[src/rtl/fb_pkg.sv]
// Frame buffer geometry, read-tag layout and address range helper shared by
// the frame buffer read arbiter and its tag pipe.
package fb_pkg;

    localparam int FB_W      = 320;
    localparam int FB_H      = 240;
    localparam int FB_DEPTH  = FB_W * FB_H;
    localparam int FB_ADDR_W = 17;

    localparam logic TAG_DISP    = 1'b0;
    localparam logic TAG_CV      = 1'b1;
    localparam int   TAG_ERR_BIT = 0;

    // err sits in bit TAG_ERR_BIT of the packed tag
    typedef struct packed {
        logic valid;
        logic port;
        logic err;
    } tag_t;

    function automatic logic addr_in_range(input logic [FB_ADDR_W-1:0] addr);
        return addr < FB_ADDR_W'(FB_DEPTH);
    endfunction

endpackage

[src/rtl/fb_tag_pipe.sv]
// Delays the issue tag by the RAM read latency so it lines up with mem_rdata.
module fb_tag_pipe
    import fb_pkg::*;
#(
    parameter int DEPTH = 1
) (
    input  logic CLK25,
    input  logic reset,
    input  tag_t tag_in,
    output tag_t tag_out
);

    tag_t stage [DEPTH];

    // NOTE: every stage is reset, not just the valid bits; a reset must flush
    // all in-flight reads so late RAM data never produces a valid pulse.
    always_ff @(posedge CLK25 or posedge reset) begin
        if (reset) begin
            for (int i = 0; i < DEPTH; i++) begin
                stage[i] <= '0;
            end
        end else begin
            stage[0] <= tag_in;
            for (int i = 1; i < DEPTH; i++) begin
                stage[i] <= stage[i-1];
            end
        end
    end

    assign tag_out = stage[DEPTH-1];

endmodule

[src/rtl/fb_port_arbiter.sv]
// Shares the frame buffer read port between the display scanner (absolute
// priority) and the convolution engine (req/gnt, in-order pipelined returns).
module fb_port_arbiter
    import fb_pkg::*;
#(
    parameter int DATA_W   = 12,
    parameter int RD_LAT   = 1,
    parameter int MAX_WAIT = 1023
) (
    input  logic                 CLK25,
    input  logic                 reset,
    input  logic                 disp_en,
    input  logic [FB_ADDR_W-1:0] disp_addr,
    output logic                 disp_valid,
    output logic [DATA_W-1:0]    disp_data,
    input  logic                 cv_req,
    input  logic [FB_ADDR_W-1:0] cv_addr,
    output logic                 cv_gnt,
    output logic                 cv_rvalid,
    output logic [DATA_W-1:0]    cv_rdata,
    output logic                 mem_en,
    output logic [FB_ADDR_W-1:0] mem_addr,
    input  logic [DATA_W-1:0]    mem_rdata,
    output logic                 addr_err,
    output logic                 cv_starve
);

    localparam int               CNT_W      = 10;
    localparam logic [CNT_W-1:0] WAIT_LIMIT = CNT_W'(MAX_WAIT);

    logic                 issue_req;
    logic                 sel_port;
    logic [FB_ADDR_W-1:0] sel_addr;
    logic                 sel_err;
    logic                 denied;
    tag_t                 issue_tag;
    tag_t                 ret_tag;
    logic [CNT_W-1:0]     wait_cnt;
    logic [CNT_W-1:0]     wait_cnt_nxt;

    assign cv_gnt    = cv_req & ~disp_en;
    assign issue_req = disp_en | cv_req;
    assign sel_port  = disp_en ? TAG_DISP : TAG_CV;
    assign sel_addr  = disp_en ? disp_addr : cv_addr;
    assign sel_err   = ~addr_in_range(sel_addr);
    assign denied    = cv_req & disp_en;

    // Out-of-range reads are accepted but never reach the RAM; the tag
    // carries the error so the owning port still gets its return slot.
    // NOTE: sequential state uses non-blocking assignments so every register
    // samples pre-edge values regardless of statement order.
    always_ff @(posedge CLK25 or posedge reset) begin
        if (reset) begin
            mem_en    <= 1'b0;
            mem_addr  <= '0;
            issue_tag <= '0;
        end else begin
            mem_en    <= issue_req & ~sel_err;
            if (issue_req && !sel_err) begin
                mem_addr <= sel_addr;
            end
            issue_tag <= '{valid: issue_req, port: sel_port, err: sel_err};
        end
    end

    fb_tag_pipe #(
        .DEPTH (RD_LAT)
    ) u_tag_pipe (
        .CLK25   (CLK25),
        .reset   (reset),
        .tag_in  (issue_tag),
        .tag_out (ret_tag)
    );

    always_ff @(posedge CLK25 or posedge reset) begin
        if (reset) begin
            disp_valid <= 1'b0;
            disp_data  <= '0;
            cv_rvalid  <= 1'b0;
            cv_rdata   <= '0;
            addr_err   <= 1'b0;
        end else begin
            disp_valid <= ret_tag.valid && (ret_tag.port == TAG_DISP);
            cv_rvalid  <= ret_tag.valid && (ret_tag.port == TAG_CV);
            if (ret_tag.valid && ret_tag.port == TAG_DISP) begin
                disp_data <= ret_tag.err ? '0 : mem_rdata;
            end
            if (ret_tag.valid && ret_tag.port == TAG_CV) begin
                cv_rdata <= ret_tag.err ? '0 : mem_rdata;
            end
            if (ret_tag.valid && ret_tag.err) begin
                addr_err <= 1'b1;
            end
        end
    end

    // NOTE: combinational outputs get a default first so no path infers a latch.
    always_comb begin
        wait_cnt_nxt = '0;
        if (denied) begin
            wait_cnt_nxt = (wait_cnt == WAIT_LIMIT) ? wait_cnt : wait_cnt + 1'b1;
        end
    end

    always_ff @(posedge CLK25 or posedge reset) begin
        if (reset) begin
            wait_cnt  <= '0;
            cv_starve <= 1'b0;
        end else begin
            wait_cnt <= wait_cnt_nxt;
            if (denied && wait_cnt_nxt == WAIT_LIMIT) begin
                cv_starve <= 1'b1;
            end
        end
    end

endmodule

[config.mk]
export PLATFORM = sky130hd
export DESIGN_NAME = fb_port_arbiter
export DESIGN_NICKNAME = d
export VERILOG_FILES = /design/src/rtl/fb_pkg.sv /design/src/rtl/fb_tag_pipe.sv /design/src/rtl/fb_port_arbiter.sv
export SDC_FILE = /design/constraint.sdc
export NUM_CORES = 1
export LEC_CHECK = 0
export CORE_AREA = 4 4 89 83
export DETAILED_ROUTE_END_ITERATION = 12
export DIE_AREA = 0 0 93 87
export GPL_TIMING_DRIVEN = 0
export MAX_ROUTING_LAYER = met4
export PLACE_DENSITY_LB_ADDON = 0.12
export SLEW_MARGIN = 5
export SYNTH_ARGS = -nofsm -noshare
export SYNTH_HDL_FRONTEND = slang
export SYNTH_SLANG_ARGS = --single-unit
[constraint.sdc]
create_clock -name CLK25 -period 2.6 [get_ports CLK25]
set_clock_uncertainty 0.05 [all_clocks]
set_input_delay 0.52 -clock CLK25 [delete_from_list [all_inputs] [get_ports CLK25]]
set_output_delay 0.52 -clock CLK25 [all_outputs]
set_load 0.02 [all_outputs]
# After elaboration in Yosys (flattened, before gate mapping)
# Index checks and enable logic that the tools add are counted.
[totals]
reg_bits = 62
out_inout_bits = 47
in_bits = 50
word_cells = 36
[classes]
muxes = 5
n_reduce_logical = 5
addsub = 1
n_bitwise = 7
n_lt_le_gt_ge = 1
n_eq_ne = 2
[ops]
columns = ["operator", "n"]
rows = [
  ["$eq A10 B10 Y1 const B", 2],
  ["$mux W10", 2],
  ["$lt A17 B17 Y1 const B", 1],
  ["$mux W17", 1],
  ["$mux W12", 1],
  ["$add A10 B1 Y10 const B", 1],
  ["$logic_and A1 B1 Y1", 5],
  ["$and A1 B1 Y1", 3],
  ["$not A1 Y1", 3],
  ["$mux W1", 1],
  ["$or A1 B1 Y1", 1],
]

# Logic depth before layout (Yosys ltp)
# Gate-level depths: netlist of run 1.
[depth]
ltp_word = 5
mapped_depth = 8
mapped_depth_nobuf = 5

# By module
# Synthesis of run 1 repeated with hierarchy kept, for this count alone.
[unflattened]
hier_cells = 269
area_unflattened_um2 = 2790.2
[by_module_without_submodules]
columns = ["module", "n_inst", "seq_area_each_um2", "area_each_um2", "cells_each"]
rows = [
  ["fb_port_arbiter", 1, 1476.4, 2711.4, 265],
  ["fb_tag_pipe", 1, 75.1, 78.8, 4],
]

# Least setup slack after synthesis of run 1
# OpenSTA, ideal clock, no wires.
[synth_timing]
path_type = "in2reg"
start = "input port disp_en"
end = "register mem_addr[3]"
path_stages = 5
setup_ns = 0.123
arrival_time_ns = 2.140
slack_ns = 0.288
n_path_buf = 1
required_time_ns = 2.427
path_cell_list = "or3_1 > a222oi_1 > o21ai_1 > buf_2 > o221a_2"
[synth_via]
elab_chain_cells = 3
word_cells_on_any_way = 4
cone_classes = "1 x order compare; 1 x mux; 1 x bitwise; 1 x reduce/logical"
[synth_lines]
columns = ["item", "line", "source"]
rows = [
  ["start, declared", "fb_port_arbiter.sv:12", "input logic disp_en,"],
  ["$mux W17", "fb_port_arbiter.sv:44", "assign sel_addr = disp_en ? disp_addr : cv_addr;"],
  ["$lt A17 B17 Y1", "fb_pkg.sv:22", "return addr < FB_ADDR_W'(FB_DEPTH);"],
  ["$logic_and A1 B1 Y1", "fb_port_arbiter.sv:59", "if (issue_req && !sel_err) begin"],
  ["end signal, assigned", "fb_port_arbiter.sv:60", "mem_addr <= sel_addr;"],
  ["end, declared", "fb_port_arbiter.sv:22", "output logic [FB_ADDR_W-1:0] mem_addr,"],
]
# Parallel ways exist; a longest one is shown, timed or not.
# A chain may end at the register's enable or synchronous reset.

# Worst setup path in the final report of run 1
[layout_timing]
start = "input port disp_en"
end = "register mem_addr[0]"
# The elaborated chain is that of the path after synthesis.

==> key figures, run 1 <==
Clock network
  – CTS H-tree depth: 3
  – Clock transition at path regs: about 0.06 ns
  – Clock sink count: 62
  – Max Root-Sink Buffers: 2
  – CTS tree: done
  – Clock Latency Late Sink: approximately 0.33 ns
  – TritonCTS Buffers: 9
  – Clk root buf: clkbuf_8

Synth
  – Compound-Gate Fraction of Synth Area: 0.1988
  – Post-synth top cells: dfrtp_1 (62), nand2_1 (31), o21ai_0 (30), clkbuf_1 (17), mux2i_1 (17)
  – Multiplexer area fraction after synthesis: 0.06007
  – Synth area leaders: dfrtp_1 (55%), mux2i_1 (6.0%), o21ai_0 (5.3%)
  – Largest family of logic cells by synthesized area: compound AO/OA/AOI/OAI gates
  – Yosys top cell area share: 0.5477
  – Simple-Gate Fraction of Synth Area: 0.1431
  – Synth Instances: 269
  – Distinct cells, synth: 40
  – Syn Nets: 320
  – Post-synth EDFFs: 0
  – Mapped Avg Cell Area: around 11 µm²
  – Post-synth ARST share: 1.000
  – Mapped Area: 0.002833 mm²
  – XOR/XNOR share of the synthesized area: 0.003092
  – Ys Warns: 0
  – FF+latch count, synth: between 60 and 70
  – Largest area contributor in the synthesized netlist: dfrtp_1
  – Post-synth top flop: dfrtp_1
  – Adder-Cell Fraction of Synth Area: 0.007951
  – Cell with the most instances after synthesis: dfrtp_1
  – Sequential share of the synthesized area: 0.5477

STA
  – Crit share post-route: 0.9460
  – Period minus WS final: approximately 2.5 ns
  – Final hold viol count: 0
  – Max Slew Vio Count: 0
  – Final setup fails: 0
  – Hold_ws: between 0.2 and 0.3 ns
  – Slew @ Worst Pin: ~0.68 ns
  – Slew HR: 0.5446
  – RSZ-0062 raised after global routing: false
  – Peak Freq: between 400 and 500 MHz

Pwr
  – Switching part of the total: 0.2846
  – Comb power frac: 0.250
  – Sw Pwr: about 0.74 mW
  – Pleak: between 1.5 and 2 nW
  – Pwr Density: ~630 mW/mm²
  – Seq pwr share: 0.437
  – Worst VDD drop: approximately 0.37 mV
  – Internal power: 1.865 mW
  – Clock share of power: 0.313

Floorplanning
  – I/O pins: slightly below 100
  – Core Footprint: 0.006446 mm²
  – Chip Width: 93 µm
  – Core Rows: 28
  – Die Footprint: between 0.008 and 0.009 mm²
  – Starting density of the core: 0.4394
  – Die height: around 87 µm

Detailed routing
  – DR vias: roughly 2,500
  – Avg WL per Cell: between 15 and 20 µm
  – Antenna-violating nets left: 0
  – # DRC: 0
  – DRT Pass-1 Iters: 5
  – Drt total wl: about 7200 µm
  – DR vias/cell: between 5 and 6
  – Number of DRC markers in iteration 0: 63

Cells and area
  – Ratio of cells with drive above 1 in the final layout: 0.08639
  – Final-layout fill cell count: about 550
  – Multi-input gate area: about 0.0012 mm²
  – Area grow syn2layout: 45.72%
  – N_diodes: 0
  – Fin nets: 429
  – Final Util: 0.6403
  – Register area: between 0.0015 and 0.002 mm²
  – Design Area, Final: between 0.004 and 0.005 mm²

Global route
  – Total GRT Usage: 0.1958
  – Pin count of the biggest net entering global routing: 42
  – First-pass GRT wire length: 11,870 µm
  – Grt ovf: 0
  – Vias in the first global route: between 2,000 and 2,500
  – Antenna violations before repair: 0

Run status
  – Status: complete, no violations

Setup path
  – Worst Path Required: 2.77 ns
  – Crit path DAT: roughly 2.6 ns
  – Critical path class: primary input to flop
  – Startpoint types: primary input
  – CP endpoint kind: flop
  – Peak fanout along the critical path: 10

Worst hold path
  – HP Class: flop to flop

Placed design
  – Placed wire-length estimate: about 5300 µm
  – Placed cell area: approximately 0.0039 mm²
  – PortBufs: 96
  – Routability congestion estimate: between 0.8 and 0.9

Run
  – Max_cap viols: 0
==> layout by cell type, fill, tap and decap left out, drive strengths merged, types with 2 or more instances in the layout <==
cell	Yosys	layout
a21oi	3	3
nand3	4	4
nor3	2	2
and2	5	5
or2	2	2
and3	4	4
o2bb2ai	3	3
or3	3	3
mux2i	17	17
clkbuf	17	28
nand2	31	31
a31oi	7	7
clkinv	0	2
nand4	4	4
o211ai	13	13
nor2	3	3
o21ai	32	32
nand2b	16	16
clkdlybuf4s50	0	95
inv	8	8
buf	3	5
nor2b	2	2
o221a	13	13
dfrtp	62	62
a21o	3	3
==> final cells by class <==
| type | instances | area share |
|---|---|---|
| flip-flops and latches | 62 | 0.3759 |
| multi-input cells | 179 | 0.2843 |
| inverters | 8 | 0.007275 |
| well taps | 90 | 0.02728 |
| clock buffers | 11 | 0.03425 |
| repair buffers | 98 | 0.2392 |
| plain buffers | 20 | 0.02031 |
| clock inverters | 4 | 0.01152 |
==> registers in the layout, indices dropped and copies added (netlist names) <==
signal              cells
mem_addr               17
cv_rdata               12
disp_data              12
wait_cnt               10
issue_tag               3
u_tag_pipe.tag_out      3
addr_err                1
cv_rvalid               1
cv_starve               1
disp_valid              1
mem_en                  1
==> kinds of logic (layout without fill, tap and decap cells) <==
logic type      Yosys count  in the layout
compound gates           80             80
xor+xnor                  1              1
fa+ha+maj                 2              2
buf+inv                  28            141
flops                    62             62
mux                      17             17
simple gates             79             79
==> what timing repair did <==
action | 4_1_cts | 5_1_grt
endpoints found under the setup margin | 14 | 10
hold buffers | 0 | 0
pin swaps | 1 | 0
setup buffers | 1 | 0
resized for setup | 2 | 3
==> stage by stage <==
| stage | power [mW] | instances | worst slack [ns] | setup TNS [ns] |
|---|---|---|---|---|
| floorplan | 1.464 | 269 | 0.2878 | 0 |
| CTS | 2.627 | 472 | 0.01687 | 0 |
| detailed placement | 1.810 | 456 | -0.4349 | -6.844 |
| finish | 2.607 | 472 | 0.1405 | 0 |
| global route | 2.730 | 472 | 0.005743 | 0 |
| global placement | 1.798 | 455 | -0.6248 | -45.52 |
==> power groups by stage <==
stage | Sequential [mW] | Clock (mW) | Combinational [mW]
3_5_place_dp | 1.15 | 0 | 0.656
4_1_cts | 1.14 | 0.829 | 0.657
6_report | 1.14 | 0.816 | 0.651
2_1_floorplan | 1.27 | 0 | 0.199
3_3_place_gp | 1.15 | 0 | 0.644
5_1_grt | 1.16 | 0.873 | 0.700
==> critical path, stage by stage <==
cell and delay [ns]:
clkdlybuf4s50_1 0.50, or3b_1 0.36, a222oi_1 0.35, buf_4 0.21, clkbuf_1 0.37, o211ai_1 0.16
o221a_1 0.15
==> final timing paths <==
kind,start,to,slack (ns),cells past startpoint
max,disp_en,mem_addr[0],0.14,7
min,issue_tag[0],u_tag_pipe.tag_out[0],0.30,0
max reg2reg,wait_cnt[0],cv_starve,0.40,7
min reg2reg,issue_tag[0],u_tag_pipe.tag_out[0],0.30,0
max in group asynchronous,reset,wait_cnt[2],1.45,3
min in group asynchronous,reset,mem_addr[11],0.47,2
==> routing by layer <==
metal  track usage  part of all wire  vias to the layer above  wire [µm]
li1              -                 -                     1197          -
met1        0.2582              0.46                     1193       3315
met2        0.2891              0.46                       87       3362
met3       0.04581             0.060                       12        436
met4       0.08788             0.018                        0        127
met5             -                 0                        -          0
(Power assumes the default switching activity.)
==> run 2: changes to the inputs <==
- clock period: 2.6 -> 2.7 ns (I/O delays scaled with it)
==> results of run 2 <==
Same layout as run 1 (identical final DEF). Status: complete, no violations.
Main changes from that run: setup slack after placement -0.4349 ns -> -0.3549 ns; setup slack after layout 0.1405 ns -> 0.2012 ns; start point of the critical path disp_en -> cv_req; end point of the critical path mem_addr[0] -> cv_gnt; register-to-register setup slack 0.40 ns -> 0.50 ns; total power 2.607 mW -> 2.511 mW; worst IR drop on VDD 0.3707 mV -> 0.3570 mV
